`src/rtl/pair_mem_pkg.sv`:
```
// Shared definitions for the even/odd pair memory writer and its read-side counter.
// Both sides take the window bounds and address width from here so they agree on layout.
package pair_mem_pkg;

  localparam int PAIR_ADDR_W = 14;
  localparam int PAIR_START  = 6144;
  localparam int PAIR_END    = 6656;

  typedef enum logic [2:0] {
    IDLE,
    FILL_A,
    FILL_B,
    WRITE,
    DONE
  } pair_wr_state_t;

endpackage

```
`src/rtl/pair_addr_map.sv`:
```
// Maps a pair index onto its two word addresses.
// The even word goes to port A and the odd word goes to port B.
module pair_addr_map
  import pair_mem_pkg::*;
#(
  parameter int ADDR_W = PAIR_ADDR_W
) (
  input  logic [ADDR_W-2:0] pair_idx,
  output logic [ADDR_W-1:0] addr_a,
  output logic [ADDR_W-1:0] addr_b
);

  assign addr_a = {pair_idx, 1'b0};
  assign addr_b = {pair_idx, 1'b1};

endmodule

```
`src/rtl/pair_mem_writer.sv`:
```
// Packs a valid/ready sample stream into pairs and writes each pair in one cycle
// to a dual-port RAM, sweeping the pair window [START_PAIR, END_PAIR) once per start.
module pair_mem_writer
  import pair_mem_pkg::*;
#(
  parameter int ADDR_W     = PAIR_ADDR_W,
  parameter int DATA_W     = 8,
  parameter int START_PAIR = PAIR_START,
  parameter int END_PAIR   = PAIR_END
) (
  input  logic              clk,
  input  logic              reset,
  input  logic              start,
  input  logic              in_valid,
  input  logic [DATA_W-1:0] in_data,
  output logic              in_ready,
  output logic              wr_en_a,
  output logic [ADDR_W-1:0] addr_a,
  output logic [DATA_W-1:0] data_a,
  output logic              wr_en_b,
  output logic [ADDR_W-1:0] addr_b,
  output logic [DATA_W-1:0] data_b,
  output logic              busy,
  output logic              done
);

  localparam int PAIR_W = ADDR_W - 1;
  localparam logic [PAIR_W-1:0] FIRST_IDX = PAIR_W'(START_PAIR);
  localparam logic [PAIR_W-1:0] LAST_IDX  = PAIR_W'(END_PAIR - 1);

  if (START_PAIR >= END_PAIR) begin : g_bad_window
    $error("pair_mem_writer: START_PAIR must be below END_PAIR");
  end
  if (END_PAIR > 2 ** (ADDR_W - 1)) begin : g_bad_end
    $error("pair_mem_writer: END_PAIR does not fit in the pair index width");
  end

  pair_wr_state_t    state;
  pair_wr_state_t    state_next;
  logic [PAIR_W-1:0] pair_idx;
  logic              accept;

  assign accept = in_valid && in_ready;

  always_ff @(posedge clk or posedge reset) begin
    if (reset) begin
      state <= IDLE;
    end else begin
      state <= state_next;
    end
  end

  always_comb begin
    state_next = state;
    case (state)
      IDLE:    if (start) state_next = FILL_A;
      FILL_A:  if (accept) state_next = FILL_B;
      FILL_B:  if (accept) state_next = WRITE;
      WRITE:   state_next = (pair_idx == LAST_IDX) ? DONE : FILL_A;
      DONE:    if (start) state_next = FILL_A;
      default: state_next = IDLE;
    endcase
  end

  always_comb begin
    in_ready = 1'b0;
    wr_en_a  = 1'b0;
    wr_en_b  = 1'b0;
    busy     = 1'b0;
    done     = 1'b0;
    case (state)
      FILL_A, FILL_B: begin
        in_ready = 1'b1;
        busy     = 1'b1;
      end
      WRITE: begin
        wr_en_a = 1'b1;
        wr_en_b = 1'b1;
        busy    = 1'b1;
      end
      DONE:    done = 1'b1;
      default: ;
    endcase
  end

  // The pair index saturates on the last pair so the final address stays visible in DONE.
  always_ff @(posedge clk or posedge reset) begin
    if (reset) begin
      pair_idx <= FIRST_IDX;
      data_a   <= '0;
      data_b   <= '0;
    end else begin
      case (state)
        IDLE, DONE: if (start) pair_idx <= FIRST_IDX;
        FILL_A:     if (accept) data_a <= in_data;
        FILL_B:     if (accept) data_b <= in_data;
        WRITE:      if (pair_idx != LAST_IDX) pair_idx <= pair_idx + 1'b1;
        default:    ;
      endcase
    end
  end

  pair_addr_map #(
    .ADDR_W(ADDR_W)
  ) u_addr_map (
    .pair_idx(pair_idx),
    .addr_a  (addr_a),
    .addr_b  (addr_b)
  );

endmodule

```
`config.mk`:
```
export PLATFORM = sky130hd
export DESIGN_NAME = pair_mem_writer
export DESIGN_NICKNAME = d
export VERILOG_FILES = /design/src/rtl/pair_mem_pkg.sv /design/src/rtl/pair_addr_map.sv /design/src/rtl/pair_mem_writer.sv
export SDC_FILE = /design/constraint.sdc
export NUM_CORES = 1
export LEC_CHECK = 0
export BUFFER_PORTS_ARGS = -buffer_cell sky130_fd_sc_hd__buf_2
export CAP_MARGIN = 5
export CORE_ASPECT_RATIO = 0.9
export CORE_MARGIN = 2
export CORE_UTILIZATION = 49
export CTS_BUF_LIST = sky130_fd_sc_hd__clkbuf_16
export DETAILED_ROUTE_END_ITERATION = 7
export PLACE_DENSITY = 0.85
export SLEW_MARGIN = 5
export SYNTH_ARGS = -nofsm -noshare
export SYNTH_HDL_FRONTEND = slang
export SYNTH_SLANG_ARGS = --single-unit
```
`constraint.sdc`:
```
create_clock -name clk -period 2 [get_ports clk]
set_input_delay 0.3 -clock clk [delete_from_list [all_inputs] [get_ports clk]]
set_output_delay 0.3 -clock clk [all_outputs]
set_load 0.02 [all_outputs]
```
== Word level (Yosys, flattened, before mapping) ==
Index checks and enable logic that the tools add are counted.
Widths: inputs -> output; s select.
Storage, ports and cells
  bits in registers: 32
  output and inout bits: 49
Cells by class
  $add $sub $neg: 1
  equal/unequal tests: 10
  multiplexer cells: 12
  reduce and logical (&&, ||, !) cells: 10
Operators with widths (count)
  $mux 13: 2
  $pmux 13 s2: 1
  $add 13x1->13 const B: 1
  $eq 13x13->1 const B: 1
  $ne 13x13->1 const B: 1
  $mux 3: 4
  $pmux 3 s4: 1
  $eq 3x2->1 const B: 2
  $ne 2x2->1 const B: 3
  $reduce_and 3->1: 2
  $mux 1: 4
  $reduce_and 2->1: 2
  $reduce_or 2->1: 2
  $eq 3x1->1 const B: 1
  $eq 3x3->1 const B: 1
  $logic_not 3->1: 1
  $reduce_or 3->1: 1
  $ne 2x1->1 const B: 1
  $reduce_bool 2->1: 1
  $logic_and 1x1->1: 1

== Logic depth before layout (Yosys ltp) ==
Gate-level depths: netlist of run 1.
  word-level depth: 6
  gate-level depth with buffers: 6
  mapped depth without buffers: 5

== By module ==
A second synthesis of run 1 with hierarchy kept.
Unflattened totals
  cell total of the unflattened synthesis: 168
  area total of the unflattened synthesis: 1783.0 µm²
Modules (own cells, without submodules)
  pair_mem_writer: instances 1, cells an instance 138, area each 1565.3 µm², sequential area each 803.3 µm²
  pair_addr_map: instances 1, cells an instance 30, area each 217.7 µm², sequential area each 0.0 µm²

== Worst setup path before layout of run 1 ==
OpenSTA, ideal clock, no wires.
  path type: register to register
  start: register pair_idx[0]
  end: register pair_idx[7]
  library setup time: 133 ps
  data arrival time: 1610 ps
  path slack: 257 ps
  cell stages (with the launch flop): 7
  buffers on the path: 1
  cell sequence: dfrtp_1 > ha_1 > and4_1 > buf_2 > and3_4 > o311ai_0 > nand2_1
Between the ends
  cells in the longest elaborated chain, start to end: 3
  elaborated cells between the ends (all ways): 6
  classes of those cells: add/sub: 1; eq/ne: 2; mux: 2; reduce/logical: 1
Ends and longest elaborated chain
  start, declared: line pair_mem_writer.sv:40  | logic [PAIR_W-1:0] pair_idx;
  start signal, assigned: line pair_mem_writer.sv:97  | WRITE: if (pair_idx != LAST_IDX) pair_idx <= pair_idx + 1'b1;
  $add 13x1->13 / $ne 13x13->1 (equally long branches): line pair_mem_writer.sv:97
  $mux 13 / $ne 2x2->1 (equally long branches)
  $pmux 13 s2 / $reduce_and 3->1 (equally long branches)
Several ways; a longest one is shown, not always the timed one. The select of a mux whose other input is x is not followed.
A chain may end at the register's enable or synchronous reset.

== Final worst setup path of run 1 ==
  start: register state[2]
  end: output wr_en_b
Between the ends
  cells in the longest elaborated chain, start to end: 2
Ends and longest elaborated chain
  start, declared: line pair_mem_writer.sv:38  | pair_wr_state_t state;
  start signal, assigned: line pair_mem_writer.sv:49  | state <= state_next;
  $eq 3x2->1: line pair_mem_writer.sv:71  | case (state)
  $mux 1: line pair_mem_writer.sv:71
  end, declared: line pair_mem_writer.sv:20  | output logic wr_en_b,
Every way passes these cells.

==> metrics.md, run 1 <==
| Metric | Value |
|---|---|
| Asr flop ratio synth | `1.000` |
| Commonest non-fill, non-tap cells in the layout | `58 x buf_2, 30 x dfrtp_1, 16 x mux2_2` |
| Synth Area in Compound Gates | `0.1416` |
| GRT Overall Usage | `0.2070` |
| H-tree depth | `2` |
| Synth Area in XOR/XNOR | `0` |
| Post-Syn Area | `between 0.0015 and 0.002 mm²` |
| Worst r2r src | `state[2]` |
| Hold_buf cts | `0` |
| N_diodes | `0` |
| Fin area | `a little over 0.002 mm²` |
| DP Area | `slightly below 0.002 mm²` |
| Die area | `0.004007 mm²` |
| # rows | `20` |
| Fmax | `between 500 and 600 MHz` |
| Via/cell ratio | `5.572` |
| R2R cell count | `5` |
| Clock root cell | `clkbuf_16` |
| Sequential fraction of the synthesis area | `0.4662` |
| # IOs | `61` |
| Via count | `1393` |
| Commonest non-fill, non-tap cell in the layout | `buf_2` |
| Main synth FF type | `dfrtp_1` |
| Setup Crit Path Kind | `flip-flop to output port` |
| Clock sinks | `32` |
| Post-synthesis mux area share | `0.1104` |
| First-pass DRT Iterations | `4` |
| Total CTS buffers | `5` |
| P&R area growth vs syn | `19.54%` |
| FF-to-FF End | `pair_idx[5]` |
| Antenna violations before repair | `0` |
| Fin nets | `219` |
| EDFF count, synth | `0` |
| Synth warn | `0` |
| Largest family of logic cells by synthesized area | `simple AND/OR/NAND/NOR gates` |
| Fin. max-slew vios | `0` |
| DRC | `0` |
| Largest net degree at the start of global routing | `33` |
| Final Skew | `between 3 and 4 ps` |
| Worst-path clk slew | `around 50 ps` |
| DIE WIDTH | `approximately 67 µm` |
| Layout cell share with drive strength beyond 1 | `0.4612` |
| Setup TNS | `0 ps` |
| Power Total | `slightly below 3 mW` |
| CP max FO | `17` |
| VDD IR-drop max | `approximately 0.9 mV` |
| Worst skew pair latency | `approximately 270 ps` |
| Setup crit start kind | `flip-flop` |
| Vias in the first global route | `1285` |
| Post-Synthesis Mean Instance Area | `approximately 11 µm²` |
| Post-route insts no fill | `250` |
| Final hold violations | `0` |
| Starting DRT DRC Count | `94` |
| CTS max path bufs | `2` |
| Min Hold Slack | `~96 ps` |
| RePlAce Congestion | `between 0.8 and 0.9` |
| Period minus WS final | `between 1500 and 2000 ps` |
| Core area | `0.003378 mm²` |
| Endpoints failing setup | `0` |
| Hold Crit Class | `input port to async pin` |
| Number of port buffers | `just under 60` |
| Cells after Synth | `160` |
| Netlist cell types | `45` |
| Starting Density | `0.5100` |
| CP required | `between 1500 and 2000 ps` |
| Worst endpoint data arrival time | `1540 ps` |
| Synth Area in Adders | `0.007262` |
| Seq cells post-synth | `32` |
| Status | `completed` |
| P_leak | `roughly 0.99 nW` |
| Final period utilization | `0.9200` |
| DP Wirelength | `around 2700 µm` |
| First-pass GRT wire length | `roughly 6000 µm` |
| R2R Setup Slk | `around 270 ps` |
| PwrDens | `~1400 mW/mm²` |
| Synthesized-area fraction occupied by and/or/nand/nor cells | `0.1663` |
| Max_cap viols | `0` |
| Detailed Route WL | `roughly 3800 µm` |
| Crit end category | `output port` |
| Total gr overflow | `0` |
| Placed Instances | `around 240` |
| Unrepaired setup endpoints after global routing | `no` |
| CTS tree | `built` |
| Final ANT Viol Nets | `0` |
| Syn Nets | `173` |
| Wire per inst | `15.21 µm` |
| Die Span Y | `approximately 60 µm` |
[kinds of logic (layout without fill, tap and decap cells)]
family                     Yosys count  in the layout
AOI/OAI and AO/OA                   35             35
adders and majority gates            1              1
buffers and inverters               26             72
DFF                                 32             32
muxes                               17             17
other                                2              2
and+or+nand+nor                     47             47
[worst max-delay path, cell delays in order (launching register included)]
cell        delay, ps
dfrtp_1           450
nand3b_4          260
clkinvlp_4        290
buf_2             260
[how the worst max path moves through the flow]
stage,startpoint,to,slack (ps)
after floorplan,pair_idx[0],pair_idx[7],260
after global placement,state[2],pair_idx[5],320
after detailed placement,state[2],pair_idx[5],240
after CTS,state[2],wr_en_a,80
after global routing,state[2],wr_en_b,70
final,state[2],wr_en_b,160
[layer usage]
layer	track usage	vias to the layer above	wire length, µm
met1	0.2657	664	1660
li1	-	657	-
met4	0.1020	0	74
met3	0.05273	10	244
met5	0	-	0
met2	0.3271	62	1822
[cells in the mapped netlist, types with 3 or more instances]
library cell,instances,area share
buf_4,17,0.074
a21oi_1,7,0.020
mux2_2,16,0.10
dfrtp_1,30,0.44
nand2b_1,3,0.011
nand3_1,6,0.017
a211o_1,3,0.015
o21ai_0,10,0.029
nor2_1,3,0.0065
a31oi_1,4,0.015
nand4_1,3,0.011
inv_1,5,0.011
nand2_1,14,0.031
[registers in the layout (all words and copies together) (netlist names)]
signal / count
state: 3
pair_idx: 13
data_a: 8
data_b: 8
[layout make-up]
type	instances	area [µm²]
fill	276	1319
timing repair buffer	60	305.3
sequential	32	803.3
multi-input combinational	102	740.7
inverter	5	22.52
clock buffer	5	125.1
clock inverter	2	7.507
tap	44	55.05
[power by group]
| group | switching (mW) | internal, mW | total, mW |
|---|---|---|---|
| Clock | 0.244 | 0.443 | 0.687 |
| Combinational | 0.770 | 0.461 | 1.23 |
| Sequential | 0.164 | 0.868 | 1.03 |
| Total | 1.18 | 1.77 | 2.95 |
[what timing repair did]
action	4_1_cts	5_1_grt
setup buffers	0	0
endpoints found under the setup margin	0	2
resized for setup	0	1
[metrics by stage]
stage                     worst slack (ps)    util
after global routing                 70.80  0.6096
after floorplan                      256.7       -
after global placement               322.1  0.5693
final                                160.1  0.6096
after CTS                            82.31  0.6085
after detailed placement             240.1  0.5693
(Power assumes the default switching activity.)
==> run 2: changes to the inputs <==
--- a/config.mk
+++ b/config.mk
@@ -7,7 +7,7 @@
 export LEC_CHECK = 0
 export BUFFER_PORTS_ARGS = -buffer_cell sky130_fd_sc_hd__buf_2
 export CAP_MARGIN = 5
-export CORE_ASPECT_RATIO = 0.9
+export CORE_ASPECT_RATIO = 1.25
 export CORE_MARGIN = 2
 export CORE_UTILIZATION = 49
 export CTS_BUF_LIST = sky130_fd_sc_hd__clkbuf_16
==> run 2 against run 1 <==
- cell count down 1.6%
- combinational power about the same
- core utilization down 0.18 points
- register-to-register slack worse by 30 ps
- routed wire length down 0.71%
- clock power up 21%
- clock skew up 0.79 ps
- sequential cell count unchanged
- sequential power about the same
- setup slack worse by 12 ps
- total power up 4.7%
==> metrics.md, run 2 (same netlist as run 1, synthesis figures left out) <==
| Metric | Value |
|---|---|
| Status | `completed` |
| Clock sinks | `32` |
| Crit end category | `output port` |
| Crit path largest cell delay | `between 400 and 500 ps` |
| Vias in the first global route | `1270` |
| Most flops, register | `pair_idx` |
| Final ANT Viol Nets | `0` |
| Setup TNS | `0 ps` |
| Hold Crit Class | `input port to async pin` |
| DRC | `0` |
| Largest net degree at the start of global routing | `33` |
| Wire per inst | `15.35 µm` |
| Crit path cell chain | `nand3b_4 > inv_1 > buf_2` |
| P_leak | `1.014 nW` |
| Period minus WS final | `~1900 ps` |
| Slowest library cell on the worst path | `dfrtp_1` |
| PwrDens | `1484 mW/mm²` |
| R2R cell count | `5` |
| Number of port buffers | `58` |
| Biggest regs | `pair_idx (13), data_a (8), data_b (8)` |
| Total CTS buffers | `5` |
| DP Wirelength | `approximately 2700 µm` |
| Starting DRT DRC Count | `44` |
| Commonest non-fill, non-tap cells in the layout | `58 x buf_2, 30 x dfrtp_1, 16 x mux2_2` |
| Detailed Route WL | `about 3800 µm` |
| CP max FO | `12` |
| Post-CTS sizing | `0` |
| Antenna violations before repair | `0` |
| # Post-CTS Setup Buffers | `0` |
| # IOs | `slightly above 60` |
| Setup Crit Path Kind | `flip-flop to output port` |
| Setup Slack @ Placement | `306.1 ps` |
| CP required | `between 1500 and 2000 ps` |
| FF-to-FF End | `pair_idx[5]` |
| First-pass GRT wire length | `around 6100 µm` |
| Commonest non-fill, non-tap cell in the layout | `buf_2` |
| GRT Overall Usage | `0.1975` |
| Starting Density | `0.5033` |
| Endpoints failing setup | `0` |
| Unrepaired setup endpoints after global routing | `no` |
| Die area | `between 0.004 and 0.005 mm²` |
| Worst endpoint data arrival time | `about 1600 ps` |
| Worst-path clk slew | `~50 ps` |
| CTS max path bufs | `2` |
| DIE WIDTH | `roughly 57 µm` |
| Worst skew pair latency | `between 200 and 300 ps` |
| Die Span Y | `70.30 µm` |
| Clock root cell | `clkbuf_16` |
| Fin util | `0.6078` |
| Max_cap viols | `0` |
| Worst Path Buf+Inv | `2` |
| Final hold violations | `0` |
| Hold_buf cts | `0` |
| Fin area | `0.002081 mm²` |
| N_diodes | `0` |
| Fin nets | `roughly 220` |
| Final WS setup | `148.2 ps` |
| VDD IR-drop max | `~1.1 mV` |
| P&R area growth vs syn | `20.77%` |
| Setup crit start kind | `flip-flop` |
| Via count | `between 1000 and 1500` |
| Layout cell share with drive strength beyond 1 | `0.4638` |
| Fin. max-slew vios | `0` |
| Final Skew | `about 4.3 ps` |
| Total gr overflow | `0` |
| Core area | `0.003423 mm²` |
| Fmax | `~540 MHz` |
| R2R Setup Slk | `between 200 and 250 ps` |
| CTS tree | `built` |
| First-pass DRT Iterations | `4` |
| # rows | `24` |
| Crit-path leading delay family | `buffers and inverters` |
| Final period utilization | `0.9259` |
| Via/cell ratio | `between 5 and 6` |
| DP Area | `approximately 0.0019 mm²` |
| Worst r2r src | `state[2]` |
| Min Hold Slack | `98.39 ps` |
| H-tree depth | `2` |
| Max FFs per register | `13` |
| RePlAce Congestion | `~0.90` |
-- run 2: changes by cell type in the layout (fill, tap and decap cells not counted), sizes merged --
cell	change
clkinvlp	-1
bufinv	+1
inv	+2
clkinv	-1
-- run 2: worst register-to-register path: cells and delay by family (launching register included) --
kind | cells | cell delay [ps]
AO/OA/AOI/OAI | 3 | 590
AND/OR/NAND/NOR | 1 | 250
buffers and inverters | 1 | 350
flip-flops | 1 | 440
-- run 2: final cells by class --
type	instances	area, µm²
Multi-Input combinational cell	102	740.7
Tap cell	39	48.80
Timing Repair Buffer	60	305.3
Sequential cell	32	803.3
Fill cell	282	1343
Inverter	5	18.77
Clock inverter	3	38.79
Clock buffer	5	125.1
-- run 2: layer usage --
layer / wire (µm) / track usage / vias up / part of all wire
li1: - / - / 661 / -
met1: 1602 / 0.2613 / 673 / 0.42
met2: 1776 / 0.3001 / 75 / 0.47
met3: 325 / 0.05370 / 8 / 0.086
met4: 70 / 0.08786 / 0 / 0.019
met5: 0 / 0 / - / 0
-- run 2: worst max path at each step --
stage / startpoint / endpoint / slack [ps] / cells past startpoint
6_report: state[2] / wr_en_a / 150 / 3
5_1_grt: state[2] / wr_en_b / 70 / 3
4_1_cts: state[2] / wr_en_b / 160 / 3
2_1_floorplan: pair_idx[0] / pair_idx[7] / 260 / 6
3_5_place_dp: state[2] / pair_idx[8] / 310 / 5
3_3_place_gp: state[2] / pair_idx[8] / 270 / 5
-- run 2: per-stage QoR --
stage               instances  total power, mW
global placement          238            2.228
CTS                       246            3.120
global route              246            3.246
finish                    246            3.089
detailed placement        238            2.259
floorplan                 160            1.912
-- run 2: power by group --
| part | switching (mW) | internal [mW] |
|---|---|---|
| registers | 0.174 | 0.867 |
| logic | 0.750 | 0.463 |
| clock network | 0.255 | 0.579 |
| total | 1.18 | 1.91 |
